===== config.mk =====
export PLATFORM = sky130hd
export DESIGN_NAME = soc_reset_ctrl
export DESIGN_NICKNAME = d
export VERILOG_FILES = /design/src/rtl/soc_reset_ctrl.sv
export SDC_FILE = /design/constraint.sdc
export NUM_CORES = 1
export LEC_CHECK = 0
export BUFFER_PORTS_ARGS = -buffer_cell sky130_fd_sc_hd__buf_2
export CAP_MARGIN = 20
export CORE_AREA = 2 2 39 41
export DETAILED_ROUTE_END_ITERATION = 10
export DIE_AREA = 0 0 41 43
export HOLD_SLACK_MARGIN = 0.15
export SLEW_MARGIN = 20
export SYNTH_ARGS = -nofsm -noshare
export SYNTH_HDL_FRONTEND = slang
export SYNTH_SLANG_ARGS = --single-unit

===== constraint.sdc =====
create_clock -name p_clk -period 1.7 [get_ports p_clk]
set_clock_uncertainty 0.15 [all_clocks]
set_input_delay 0.34 -clock p_clk [delete_from_list [all_inputs] [get_ports p_clk]]
set_output_delay 0.34 -clock p_clk [all_outputs]
set_load 0.02 [all_outputs]

===== src/rtl/soc_reset_ctrl.sv =====
// rtl/soc_reset_ctrl.sv - stretched SoC core reset with selectable sources
//
// Purpose : synchronizes the external reset pin, combines it with the SPI
//           reset request under p_sel_rst, and stretches the resulting
//           core reset by RST_CYCLES cycles after the request releases.
// Macro   : SOC_RST_CAUSE_EN - when defined, p_rst_cause records the
//           source of the last reset; otherwise it is tied to 00.
// Ports   : p_clk          system clock
//           p_reset        synchronous active-high reset (power-on source)
//           p_sel_rst      source select: 00 por, 01 ext, 10 spi, 11 all
//           p_ext_rst_n    external reset pin, asynchronous, active-low
//           p_spi_rst      SPI reset request, synchronous, active-high
//           p_core_reset   stretched core reset, active-high
//           p_rst_release  one-cycle pulse after p_core_reset falls
//           p_rst_cause    last reset cause: 00 por, 01 ext, 10 spi
module soc_reset_ctrl #(
    parameter int RST_CYCLES  = 16,
    parameter int SYNC_STAGES = 2
) (
    input  logic       p_clk,
    input  logic       p_reset,
    input  logic [1:0] p_sel_rst,
    input  logic       p_ext_rst_n,
    input  logic       p_spi_rst,
    output logic       p_core_reset,
    output logic       p_rst_release,
    output logic [1:0] p_rst_cause
);

    localparam int CW = $clog2(RST_CYCLES);

    typedef enum logic [1:0] {
        ST_RUN     = 2'd0,
        ST_ACTIVE  = 2'd1,
        ST_STRETCH = 2'd2
    } state_e;

    state_e                 state_q, state_d;
    logic [CW-1:0]          cnt_q, cnt_d;
    logic                   release_q, release_d;
    logic [SYNC_STAGES-1:0] sync_q;
    logic                   ext_req;
    logic                   ext_hit;
    logic                   spi_hit;
    logic                   req;

    // Reset fills the synchronizer with 1s so the pin reads as released.
    always_ff @(posedge p_clk) begin
        if (p_reset) begin
            sync_q <= '1;
        end else begin
            sync_q <= {sync_q[SYNC_STAGES-2:0], p_ext_rst_n};
        end
    end

    assign ext_req = ~sync_q[SYNC_STAGES-1];

    // Select bit 0 enables the external source, bit 1 the SPI source.
    assign ext_hit = p_sel_rst[0] & ext_req;
    assign spi_hit = p_sel_rst[1] & p_spi_rst;
    assign req     = ext_hit | spi_hit;

    always_comb begin
        state_d   = state_q;
        cnt_d     = cnt_q;
        release_d = 1'b0;
        unique case (state_q)
            ST_RUN: begin
                if (req) state_d = ST_ACTIVE;
            end
            ST_ACTIVE: begin
                if (!req) begin
                    state_d = ST_STRETCH;
                    cnt_d   = CW'(RST_CYCLES - 1);
                end
            end
            ST_STRETCH: begin
                if (req) begin
                    state_d = ST_ACTIVE;
                end else if (cnt_q == '0) begin
                    state_d   = ST_RUN;
                    release_d = 1'b1;
                end else begin
                    cnt_d = cnt_q - CW'(1);
                end
            end
            default: begin
                state_d = ST_ACTIVE;
            end
        endcase
    end

    always_ff @(posedge p_clk) begin
        if (p_reset) begin
            state_q   <= ST_ACTIVE;
            cnt_q     <= CW'(RST_CYCLES - 1);
            release_q <= 1'b0;
        end else begin
            state_q   <= state_d;
            cnt_q     <= cnt_d;
            release_q <= release_d;
        end
    end

    assign p_core_reset  = (state_q != ST_RUN);
    assign p_rst_release = release_q;

`ifdef SOC_RST_CAUSE_EN
    logic [1:0] cause_q, cause_d;

    // Cause is captured only when leaving RUN; external wins a tie.
    always_comb begin
        cause_d = cause_q;
        if (state_q == ST_RUN && req) begin
            cause_d = ext_hit ? 2'b01 : 2'b10;
        end
    end

    always_ff @(posedge p_clk) begin
        if (p_reset) begin
            cause_q <= 2'b00;
        end else begin
            cause_q <= cause_d;
        end
    end

    assign p_rst_cause = cause_q;
`else
    assign p_rst_cause = 2'b00;
`endif

endmodule


==> results.md <==
- Commonest non-fill, non-tap cells in the layout: dfxtp_1, buf_2, buf_4
- Clock net sink count: 9
- Final GP Congestion: 0.721
- Gate Count Post-Synth: 53
- Vias in the first global route: 355
- Average routed wire per standard cell: 11.0 um
- Effective utilization at floorplan: 34.3%
- Tmin final: 1650 ps
- Syn_area_per_cell: 8.95 um^2
- Placed Cells: 78
- Yosys reg bits: 9
- Final setup margin: 52.4 ps
- RSZ-0062 raised after global routing: no
- Total GRT Usage: 11.8%
- Maximum buffer depth of the clock tree: 2
- Fmax: 607 MHz
- Worst Path Max Fanout: 4
- Worst-skew pair later-pin latency: 250 ps
- Proportion of layout cells with a drive suffix above 1: 39.7%
- GR Overflow Total: 0
- H-tree level count: 1
- Final net count: 76
- Final cell count without fillers: 84
- # setup viols final: 0
- Crit path kind: flop to flop
- First-pass GRT wire length: 1400 um
- # diodes: 0
- Cell area after synthesis: 474 um^2
- Peak supply drop: 0.000276 V
- # DRC: 0
- Num rows: 14
- Initial antenna violation count: 0
- Post-route ant nets: 0
- Final Cycle Share: 96.9%
- Synth cell types: 29
- Pwr/cell area: 762 nW/um^2
- FF/Latch Area: 183 um^2
- Setup_tns: 0 ps
- Clock Pin Slew Worst Setup and Hold Paths: 70 ps
- Crit. End Element: flop
- DR pass1 iterations: 2
- Required time worst endpoint: 1730 ps
- Hold crit path type: primary input to flop
- Hold Startpoint: p_reset
- Seq/Total Area, Yosys: 38.0%
- I/O Buffers: 7
- Num CTS Buffers: 3
- R2r startpoint: cnt_q[0]
- Core Area: 1380 um^2
- Final Hold Vio Count: 0
- CP arrival: 1680 ps
- Static leakage: 0.289 nW
- Status: completed
- Synth-to-Final Area Change: 26.1%
- Clk root buf: clkbuf_4
- Die Footprint: 1760 um^2
- Die width: 41 um
- I/O pin total: 10
- DR vias/cell: 5.02
- Final WL: 925 um
- Syn. warnings: 0
- CP Launch Type: flop
- CTS tree: done
- Critical path launch point: cnt_q[0]
- DR iter-0 viols: 4
- # Max-Cap Violations: 0
- Pin count of the biggest net entering global routing: 10
- Die height: 43 um
- Fill cells: 146
- Fin. max-slew vios: 0
- DP HPWL: 671 um
- Worst slack, placed: 6.14 ps
- DR vias: 422
- Multi-input logic area: 264 um^2
==> path summary, 6_finish.rpt <==
kind | cells past startpoint | end | slack (ps)
min | 2 | p_rst_release | 180
max | 6 | cnt_q[1] | 50
min reg2reg | 1 | sync_q[1] | 260
max reg2reg | 6 | cnt_q[1] | 50
==> what timing repair did <==
| item | in CTS | in global routing |
|---|---|---|
| endpoints found under the hold margin | 1 | 0 |
| resized for setup | 0 | 6 |
| pin swaps | 1 | 2 |
| endpoints found under the setup margin | 1 | 2 |
| setup buffers | 0 | 1 |
| hold buffers | 1 | 0 |
==> state kept, by name, summed over array words and instances, names as in the netlist <==
signal         count
cnt_q              4
state_q            2
sync_q             2
p_rst_release      1
==> final cells by class <==
type	count	share of cell area, %
inverter	4	2.51
timing repair buffer	14	15.1
clock buffer	4	4.39
tap	16	3.35
multi-input combinational	37	44.1
sequential	9	30.5
==> where the power goes <==
part           total (mW)  leakage (nW)  switching [mW]  internal, mW
clock               0.164        0.0150          0.0739        0.0903
combinational      0.0628         0.202          0.0339        0.0290
sequential          0.229        0.0728          0.0102         0.219
==> metrics by stage <==
stage / utilization, % / total power [mW] / hold slack, ps / instance area (um^2)
floorplan: - / 0.279 / 239 / 478
global placement: 39.0 / 0.293 / 243 / 539
detailed placement: 39.0 / 0.293 / 248 / 539
CTS: 41.6 / 0.461 / 180 / 576
global route: 43.2 / 0.480 / 185 / 598
finish: 43.2 / 0.456 / 183 / 598
==> cells in the mapped netlist, drive strengths merged <==
cell | instances | share of area [%]
or2 | 3 | 4.0
nor3 | 2 | 2.1
o21a | 1 | 1.6
nor4b | 1 | 1.8
conb | 1 | 0.79
nor2 | 1 | 0.79
a41o | 2 | 4.2
o21ai | 3 | 3.2
dfxtp | 9 | 38
a211oi | 1 | 1.6
nor2b | 3 | 5.5
a32o | 1 | 2.1
inv | 4 | 3.2
o21bai | 1 | 1.6
a21oi | 4 | 4.2
ha | 1 | 2.6
nand3 | 2 | 2.1
a221o | 1 | 2.1
a31oi | 1 | 1.3
o211a | 1 | 2.1
o211ai | 1 | 1.6
or3b | 1 | 2.4
and3b | 1 | 2.1
nand2 | 3 | 2.4
buf | 4 | 6.6
==> cell families after synthesis <==
logic type	after synthesis	synth area share, %
AOI/OAI and AO/OA	17	25.6
buffers and inverters	8	9.76
other	1	0.791
DFF	9	38.0
adders and majority gates	1	2.64
and+or+nand+nor	17	23.2
==> routing by layer <==
metal / wire (um) / GRT usage [%]
met1: 405 / 13.3
met2: 489 / 18.1
met3: 17 / 3.14
met4: 12 / 8.00
met5: 0 / 0
==> worst max-delay path, stage by stage, from the launching register on <==
cell and delay [ps]:
dfxtp_2 320, inv_2 60, ha_4 130, or3b_4 390, nor2b_4 140, a32o_1 220, a31oi_1 160
Note: power is estimated with default switching activity, not from simulation.
